<file path="config.mk">
export PLATFORM = sky130hd
export DESIGN_NAME = led_bank_arbiter
export DESIGN_NICKNAME = d
export VERILOG_FILES = /design/src/rtl/led_arb_pkg.sv /design/src/rtl/led_bank_arbiter_rr_pick.sv /design/src/rtl/led_bank_arbiter.sv
export SDC_FILE = /design/constraint.sdc
export NUM_CORES = 1
export LEC_CHECK = 0
export ABC_AREA = 1
export CORE_UTILIZATION = 45
export CTS_CLUSTER_SIZE = 40
export DETAILED_ROUTE_END_ITERATION = 8
export PLACE_DENSITY = 0.72
export SLEW_MARGIN = 20
export SYNTH_ARGS = -nofsm -noshare
export SYNTH_HDL_FRONTEND = slang
export SYNTH_SLANG_ARGS = --single-unit
</file>
<file path="constraint.sdc">
create_clock -name clk -period 3.2 [get_ports clk]
set_input_delay 0.64 -clock clk [delete_from_list [all_inputs] [get_ports clk]]
set_output_delay 0.64 -clock clk [all_outputs]
set_load 0.1 [all_outputs]
</file>
<file path="src/rtl/led_arb_pkg.sv">
`default_nettype none
// ============================================================================
// Module  : led_arb_pkg
// Purpose : Shared constants and types for the LED bank arbiter slice.
//           c_LED_W_DEF - default LEDR / SW width of the board
//           arb_state_t - arbiter FSM encoding (IDLE: no owner, OWN: owned)
// Rev     : 1.0  initial release
// ============================================================================
package led_arb_pkg;

  localparam int c_LED_W_DEF = 10;

  typedef enum logic {
    IDLE = 1'b0,
    OWN  = 1'b1
  } arb_state_t;

endpackage
`default_nettype wire

</file>
<file path="src/rtl/led_bank_arbiter_rr_pick.sv">
`default_nettype none
// ============================================================================
// Module  : rr_pick
// Purpose : Combinational round-robin priority picker. Scans req starting at
//           index ptr and wrapping at N; reports the first set bit.
// Ports   : req   in  N   request vector
//           ptr   in  IW  index with highest priority
//           found out 1   some request bit is set
//           idx   out IW  index of the winning request (0 when !found)
// Rev     : 1.0  initial release
// ============================================================================
module rr_pick #(
  parameter int N  = 3,
  parameter int IW = (N > 1) ? $clog2(N) : 1
) (
  input  logic [N-1:0]  req,
  input  logic [IW-1:0] ptr,
  output logic          found,
  output logic [IW-1:0] idx
);

  always_comb begin
    found = 1'b0;
    idx   = '0;
    for (int i = 0; i < N; i++) begin
      if (!found && req[(int'(ptr) + i) % N]) begin
        found = 1'b1;
        idx   = IW'((int'(ptr) + i) % N);
      end
    end
  end

endmodule
`default_nettype wire

</file>
<file path="src/rtl/led_bank_arbiter.sv">
`default_nettype none
// ============================================================================
// Module  : led_bank_arbiter
// Purpose : Shares the board LEDR bank between REQ_N requesters using
//           round-robin arbitration. With no owner, LEDR echoes the
//           synchronized switches.
// Ports   : clk       in  1              system clock
//           rst_n     in  1              asynchronous active-low reset
//           sw        in  LED_W          raw board switches (asynchronous)
//           req       in  REQ_N          per-requester ownership request
//           req_data  in  REQ_N x LED_W  LED pattern per requester
//           gnt       out REQ_N          one-hot grant (registered)
//           owner_vld out 1              some requester owns the bank
//           owner_id  out clog2(REQ_N)   current / last owner index
//           ledr      out LED_W          registered LED drive
// Config  : LED_ARB_TIMEOUT_EN - when defined, an owner still requesting
//           after MAX_OWN owned edges is revoked and masked until it has
//           been seen with req low.
// Rev     : 1.0  initial release
// ============================================================================
module led_bank_arbiter
  import led_arb_pkg::*;
#(
  parameter int REQ_N   = 3,
  parameter int LED_W   = c_LED_W_DEF,
  parameter int MAX_OWN = 1000
) (
  input  logic                          clk,
  input  logic                          rst_n,
  input  logic [LED_W-1:0]              sw,
  input  logic [REQ_N-1:0]              req,
  input  logic [REQ_N-1:0][LED_W-1:0]   req_data,
  output logic [REQ_N-1:0]              gnt,
  output logic                          owner_vld,
  output logic [$clog2(REQ_N)-1:0]      owner_id,
  output logic [LED_W-1:0]              ledr
);

  localparam int c_IW = $clog2(REQ_N);

  if (REQ_N < 2 || REQ_N > 8 || MAX_OWN < 1) begin : g_param_check
    $error("led_bank_arbiter: REQ_N must be 2..8 and MAX_OWN >= 1");
  end

  arb_state_t       r_state, w_state_nxt;
  logic [LED_W-1:0] r_sw_m, r_sw_s;
  logic [c_IW-1:0]  r_ptr, w_ptr_nxt, w_ptr_hand, w_pick_ptr, w_pick_idx, w_id_nxt;
  logic [REQ_N-1:0] w_req_eff, w_pick_req, w_pick_oh, w_owner_oh, w_gnt_nxt;
  logic             w_pick_found, w_release, w_timeout, w_vld_nxt;
  logic [LED_W-1:0] w_ledr_nxt;

  // One-hot forms of the picker result and of the current owner.
  always_comb begin
    w_pick_oh              = '0;
    w_pick_oh[w_pick_idx]  = 1'b1;
    w_owner_oh             = '0;
    w_owner_oh[owner_id]   = 1'b1;
  end

  // Pointer just past the current owner; becomes rr_ptr on release.
  assign w_ptr_hand = (owner_id == c_IW'(REQ_N - 1)) ? '0 : owner_id + 1'b1;
  assign w_release  = ~req[owner_id] | w_timeout;

  // A single picker serves both the IDLE grant and the release hand-off.
  // During hand-off the outgoing owner is excluded so a timed-out owner
  // cannot win its own slot back.
  assign w_pick_ptr = (r_state == OWN) ? w_ptr_hand : r_ptr;
  assign w_pick_req = (r_state == OWN) ? (w_req_eff & ~w_owner_oh) : w_req_eff;

  rr_pick #(
    .N  (REQ_N),
    .IW (c_IW)
  ) u_rr_pick (
    .req   (w_pick_req),
    .ptr   (w_pick_ptr),
    .found (w_pick_found),
    .idx   (w_pick_idx)
  );

`ifdef LED_ARB_TIMEOUT_EN
  localparam int c_CW = $clog2(MAX_OWN + 1);

  logic [c_CW-1:0]  r_own_cnt;
  logic [REQ_N-1:0] r_mask;
  logic             w_grant;

  assign w_grant   = w_pick_found && ((r_state == IDLE) || w_release);
  assign w_timeout = (r_state == OWN) && (r_own_cnt == c_CW'(MAX_OWN - 1)) && req[owner_id];
  assign w_req_eff = req & ~r_mask;

  always_ff @(posedge clk or negedge rst_n) begin
    if (!rst_n) begin
      r_own_cnt <= '0;
      r_mask    <= '0;
    end else begin
      if (w_grant)
        r_own_cnt <= '0;
      else if (r_state == OWN)
        r_own_cnt <= r_own_cnt + 1'b1;
      // A mask bit survives only while its request stays high.
      r_mask <= (r_mask & req) | (w_timeout ? w_owner_oh : '0);
    end
  end
`else
  assign w_timeout = 1'b0;
  assign w_req_eff = req;
`endif

  // Next-state and next-output logic.
  always_comb begin
    w_state_nxt = r_state;
    w_gnt_nxt   = gnt;
    w_vld_nxt   = owner_vld;
    w_id_nxt    = owner_id;
    w_ptr_nxt   = r_ptr;
    w_ledr_nxt  = r_sw_s;
    case (r_state)
      IDLE: begin
        if (w_pick_found) begin
          w_state_nxt = OWN;
          w_gnt_nxt   = w_pick_oh;
          w_vld_nxt   = 1'b1;
          w_id_nxt    = w_pick_idx;
          w_ledr_nxt  = req_data[w_pick_idx];
        end
      end
      OWN: begin
        if (w_release) begin
          w_ptr_nxt = w_ptr_hand;
          if (w_pick_found) begin
            w_gnt_nxt  = w_pick_oh;
            w_id_nxt   = w_pick_idx;
            w_ledr_nxt = req_data[w_pick_idx];
          end else begin
            w_state_nxt = IDLE;
            w_gnt_nxt   = '0;
            w_vld_nxt   = 1'b0;
          end
        end else begin
          w_ledr_nxt = req_data[owner_id];
        end
      end
      default: w_state_nxt = IDLE;
    endcase
  end

  always_ff @(posedge clk or negedge rst_n) begin
    if (!rst_n)
      r_state <= IDLE;
    else
      r_state <= w_state_nxt;
  end

  always_ff @(posedge clk or negedge rst_n) begin
    if (!rst_n) begin
      r_sw_m    <= '0;
      r_sw_s    <= '0;
      r_ptr     <= '0;
      gnt       <= '0;
      owner_vld <= 1'b0;
      owner_id  <= '0;
      ledr      <= '0;
    end else begin
      r_sw_m    <= sw;
      r_sw_s    <= r_sw_m;
      r_ptr     <= w_ptr_nxt;
      gnt       <= w_gnt_nxt;
      owner_vld <= w_vld_nxt;
      owner_id  <= w_id_nxt;
      ledr      <= w_ledr_nxt;
    end
  end

endmodule
`default_nettype wire

</file>
Word level (Yosys, flattened, before mapping)
Cells that the tools add are included.
Storage, ports and cells
  flip-flop bits (word level): 39
  latch bits: 0
  memory bits (writable): 0
  bits in read-only memories: 0
  input port bits: 45
  output and inout port bits: 16
  word-level logic and storage cells: 83
  memories: 0
Cells by class
  add/subtract/negate cells: 3
  multiply operators: 0
  div/mod/pow operators: 3
  order comparisons: 7
  eq/ne operators: 4
  shift operators: 0
  multiplexer cells: 45
  bitwise gates (word level): 4
  reductions and logical operators: 9
Operators by type and width (number)
  32-bit by 4-bit less-than comparator with 1-bit output, second input constant: 3
  32-bit by 3-bit modulo with 32-bit output, second input constant: 2
  10-bit binary-select mux with 2-bit select: 2
  10-bit two-way mux: 4
  3-bit by 3-bit modulo with 32-bit output, second input constant: 1
  10-bit one-hot mux with 2 select lines: 1
  1-bit two-way mux: 17
  2-bit two-way mux: 7
  3-bit two-way mux: 4
  1-bit binary-select mux with 2-bit select: 4
  2-bit by 3-bit less-than comparator with 1-bit output, second input constant: 2
  3-bit one-hot mux with 2 select lines: 1
  1-bit demux with 2-bit select: 2
  2-bit by 1-bit >= comparator with 1-bit output, second input constant: 2
  1-bit logical AND: 4
  2-bit inequality test, second input constant: 2
  1-bit one-hot mux with 2 select lines: 2
  2-bit one-hot mux with 2 select lines: 1
  2-bit AND reduction: 2
  2-bit by 1-bit adder with 3-bit output, second input constant: 1
  2-bit by 2-bit adder with 3-bit output, second input constant: 1
  3-bit bitwise AND: 1
  3-bit inverter: 1
  3-bit AND reduction: 1
  other kinds (5): 7

Longest topological paths before layout
Gate-level depths: netlist of run 1.
  depth in word-level cells: 24
  depth in mapped cells: 21
  depth with buffers taken out: 19

Modules after synthesis
A second synthesis of run 1 with hierarchy kept.
Second synthesis, totals
  cell total of the unflattened synthesis: 302
  area, all modules: 2247.2 um^2
By module, submodules not included
  led_bank_arbiter: times used 1, cells each 251, area each 2006.9 um^2, sequential area each 975.9 um^2
  rr_pick: times used 1, cells each 51, area each 240.2 um^2, sequential area each 0.0 um^2

Least setup slack after synthesis of run 1
No wires, ideal clock.
  path type: reg2reg
  start point: reg owner_id[1]
  end point: reg ledr[0]
  library setup time: 117 ps
  data arrival time: 2885 ps
  required time: 3083 ps
  setup slack: 199 ps
  stages on the path, launching flop included: 19
  buffers on the path: 1
  period minus slack after synthesis: 3001 ps
  cell sequence: dfrtp_1 -> inv_1 -> nand3_1 -> o21ai_0 -> ha_1 -> inv_1 -> nor2_1 -> nand3_1 -> nand2_1 -> nand3_1 -> inv_1 -> nand2_1 -> nand2_2 -> inv_1 -> buf_2 -> nand3_1 -> nand2_1 -> nand2_1 -> nand2_1
Between the ends
  longest elaborated chain between the ends: 22
  elaborated cells between the ends (all ways): 45
  classes of those cells: add/sub (3); div (3); order compare (2); eq/ne (1); mux (29); bitwise (2); reduce/logical (5)
Ends and longest elaborated chain
  start, declared: line led_bank_arbiter.sv:35  | output logic [$clog2(REQ_N)-1:0] owner_id,
  start signal, assigned: line led_bank_arbiter.sv:169  | owner_id <= w_id_nxt;
  parallel branches: the longest is 21 deep, another holds 32-bit by 3-bit modulo with 32-bit output
  10-bit one-hot mux with 2 select lines *: line led_bank_arbiter.sv:117  | case (r_state)
  via w_ledr_nxt[0]: line led_bank_arbiter.sv:50  | logic [LED_W-1:0] w_ledr_nxt;
  end signal, assigned: line led_bank_arbiter.sv:170  | ledr <= w_ledr_nxt;
  end, declared: line led_bank_arbiter.sv:36  | output logic [LED_W-1:0] ledr
Mark *: on every way through the listed nets, which the timed path passes. The select of a mux whose other input is x is not followed.
A chain may end at the register's enable or synchronous reset.

Worst setup path after layout of run 1
  start point: reg owner_id[0]
  end point: reg ledr[6]
The elaborated chain is that of the path after synthesis.

==> results by group, run 1 <==
Run status
  – Outcome: finished, violations left
  – Failing checks: DRC

Yosys
  – Warnings from Yosys: 0
  – Top post-synthesis cells by area: dfrtp_1 (46%), nand2_1 (14%), nand3_1 (11%)
  – Leading area contributor after synthesis: dfrtp_1
  – Post-synthesis cell count: 274
  – Mapped Avg Cell Area: 7.74 um2
  – Yosys cell types: 23
  – Post-synth net total: 321
  – Post-synthesis register bit count: 39
  – Post-Synthesis Cell Area: 2120 um2
  – Post-synthesis sequential area ratio: 46.0%
  – Yosys top cell area share: 46.0%

Cells and area
  – Multi-input logic area: 947 um2
  – Commonest non-fill, non-tap cell in the layout: nand2_1
  – Layout cells sized above 1: 15.1%
  – Sequential Area: 976 um2
  – Diodes inserted: 0
  – Layout Nets: 383
  – Most frequent cells in the layout: nand2_1 (79), nand3_1 (46), clkdlybuf4s50_1 (43)
  – Area delta synth->final: 34.9%
  – Filler cells: 401

Global route
  – Initial antenna violation count: 0
  – Number of global-route vias before repair: 2107
  – First-pass GRT wire length: 9.78 mm
  – Largest net degree at the start of global routing: 40
  – GRT Overall Usage: 25.2%
  – GRT overflow: 0

Clocking
  – H-tree lvl count: 2
  – Root buffer cell: clkbuf_8
  – Clock tree buffer depth: 2
  – Clk slew on worst S/H paths: 0.09 ns
  – Clock tree from TritonCTS: built
  – Cts repair resizes: 0
  – Post-CTS setup repair buffer count: 0
  – Worst skew pair latency: 0.29 ns
  – Inserted Clock Buffers: 5
  – Post-CTS Hold Buffers: 0
  – CTS sink count: 39

Routing
  – 1st-iter DRT viols: 176
  – DR DRC count: 2
  – First-pass DRT Iterations: 6
  – Total wire length: 5.71 mm
  – Vias/cell: 5.38
  – Vias after detailed routing: 2091
  – Final ANT Viol Nets: 0
  – Avg WL per Cell: 14.7 um

Worst setup path
  – Reg-to-Reg Start: owner_id[0]
  – R2R Path End: ledr[6]
  – Crit path from: owner_id[0]
  – Worst Setup End Kind: flop
  – R2R Setup Slk: 0.40 ns
  – Startpoint types: flop
  – CP required: 3.38 ns
  – Crit-path max FO: 11
  – CP Data Arrival Time: 2.99 ns
  – Critical path class: reg -> reg
  – R2R depth: 17

Min path
  – Worst min path class: reg -> reg
  – Hold path startpoint: r_sw_m[4]
  – Hold EP: r_sw_s[4]
  – WHS Path Cells: 0

Timing
  – Setup TNS Final: 0 ns
  – Worst Skew: 0.00243 ns
  – Final Max Slew Viols: 0
  – FMAX: 0.357 GHz
  – Slew @ Worst Pin: 0.848 ns
  – Final min period: 2.80 ns
  – Hold Vio Cnt, Final: 0
  – Final setup fails: 0
  – Fin crit share: 87.5%
  – Worst slew margin: 43.5%
  – RSZ-0062 raised after global routing: false

Floorplan
  – Die width: 70.6 um
  – I/O pin count: 61
  – Full die area: 4990 um2
  – Num rows: 24
  – Initial Utilization: 47.7%
  – Core box area: 4440 um2
  – Die Ht: 70.6 um

Placement
  – Dpl hpwl: 4.00 mm
  – Gp weighted congestion: 0.952
  – I/O Buffers: 60

Job
  – MaxCap Viol Count: 0
state kept, by name (all words and copies together) (netlist names):
name,flops
r_sw_s,10
gnt,3
ledr,10
owner_id,2
owner_vld,1
r_ptr,2
r_sw_m,10
r_state,1
final cells by class:
cell class                 count  share of cell area [%]
clock inverter                 3                    2.49
inverter                      39                    5.12
tap                           52                    2.27
sequential                    39                    34.1
clock buffer                   5                    2.41
timing repair buffer          64                    20.5
multi-input combinational    187                    33.1
worst max-delay path, stage by stage, from the launching register on:
cell     delay [ns]
dfrtp_1        0.45
nor2_1         0.18
nand2_2        0.09
nand2_2        0.12
inv_1          0.06
ha_1           0.34
inv_1          0.11
nor2_1         0.04
nand3_1        0.07
nand2_1        0.11
nand3_1        0.12
inv_1          0.07
nand2_1        0.07
nand2_2        0.09
inv_1          0.32
nand2_2        0.24
nand2_1        0.15
a21oi_2        0.06
synth_stat cells:
cell type / instances
dfrtp_1: 39
nor3_4: 1
a21oi_1: 5
nand2_1: 79
clkbuf_1: 3
a21oi_2: 6
inv_2: 5
o22ai_1: 7
ha_1: 2
nand2_4: 2
a31oi_1: 1
o21ai_1: 1
nand2_2: 8
buf_4: 1
buf_6: 1
o21ai_0: 7
o21a_1: 1
inv_1: 34
nand3_1: 46
and2_1: 1
buf_2: 4
nor2_1: 10
o221ai_1: 10
how the worst max path moves through the flow:
stage / slack [ns] / endpoint / cells past startpoint
floorplan: 0.20 / ledr[0] / 18
global placement: 0.46 / ledr[9] / 17
detailed placement: 0.45 / ledr[4] / 17
CTS: 0.43 / ledr[2] / 17
global route: 0.12 / ledr[4] / 16
finish: 0.40 / ledr[6] / 17
routing by layer:
layer  up-vias  global-route usage [%]  share of wire, %
met5         -                       0                 0
met4         0                    5.33               1.2
met3        10                    5.70               6.5
met2        85                    41.2                47
met1       976                    34.6                46
li1       1020                       -                 -
logic make-up after synthesis:
kind of cell / count (synthesis) / synth area share (%)
simple gates: 147 / 31.1
flops: 39 / 46.0
buf+inv: 48 / 9.27
fa+ha+maj: 2 / 1.18
compound gates: 38 / 12.4
stage by stage:
step,cell area (um2),hold WS [ns],worst slack (ns),std cells,util (%)
2_1_floorplan,2120,0.331,0.199,274,-
3_3_place_gp,2720,0.332,0.458,381,61.2
3_5_place_dp,2720,0.336,0.453,381,61.2
4_1_cts,2860,0.357,0.426,389,64.4
5_1_grt,2860,0.363,0.121,389,64.4
6_report,2860,0.352,0.399,389,64.4
Power of run 1 is not shown: default switching activity piles up to over one toggle a cycle in this logic, so the estimate is an artifact.
==> inputs of run 2 (changes only) <==
--- a/config.mk
+++ b/config.mk
@@ -7,9 +7,11 @@
 export LEC_CHECK = 0
 export ABC_AREA = 1
 export CORE_UTILIZATION = 45
+export CTS_BUF_LIST = sky130_fd_sc_hd__clkbuf_4 sky130_fd_sc_hd__clkbuf_8 sky130_fd_sc_hd__clkbuf_16
 export CTS_CLUSTER_SIZE = 40
 export DETAILED_ROUTE_END_ITERATION = 8
 export PLACE_DENSITY = 0.72
+export SKIP_LAST_GASP = 1
 export SLEW_MARGIN = 20
 export SYNTH_ARGS = -nofsm -noshare
 export SYNTH_HDL_FRONTEND = slang
==> results of run 2 <==
No change in the layout: final DEF, timing and power equal those of run 1.
Power of run 2 is left out for the same reason.
==> inputs of run 3 (changes only) <==
--- a/config.mk
+++ b/config.mk
@@ -8,6 +8,7 @@
 export ABC_AREA = 1
 export CORE_UTILIZATION = 45
 export CTS_BUF_LIST = sky130_fd_sc_hd__clkbuf_4 sky130_fd_sc_hd__clkbuf_8 sky130_fd_sc_hd__clkbuf_16
+export CTS_CLUSTER_DIAMETER = 100
 export CTS_CLUSTER_SIZE = 40
 export DETAILED_ROUTE_END_ITERATION = 8
 export PLACE_DENSITY = 0.72
==> results of run 3 <==
No change in the layout: final DEF, timing and power equal those of run 1.
Power of run 3 is left out for the same reason.
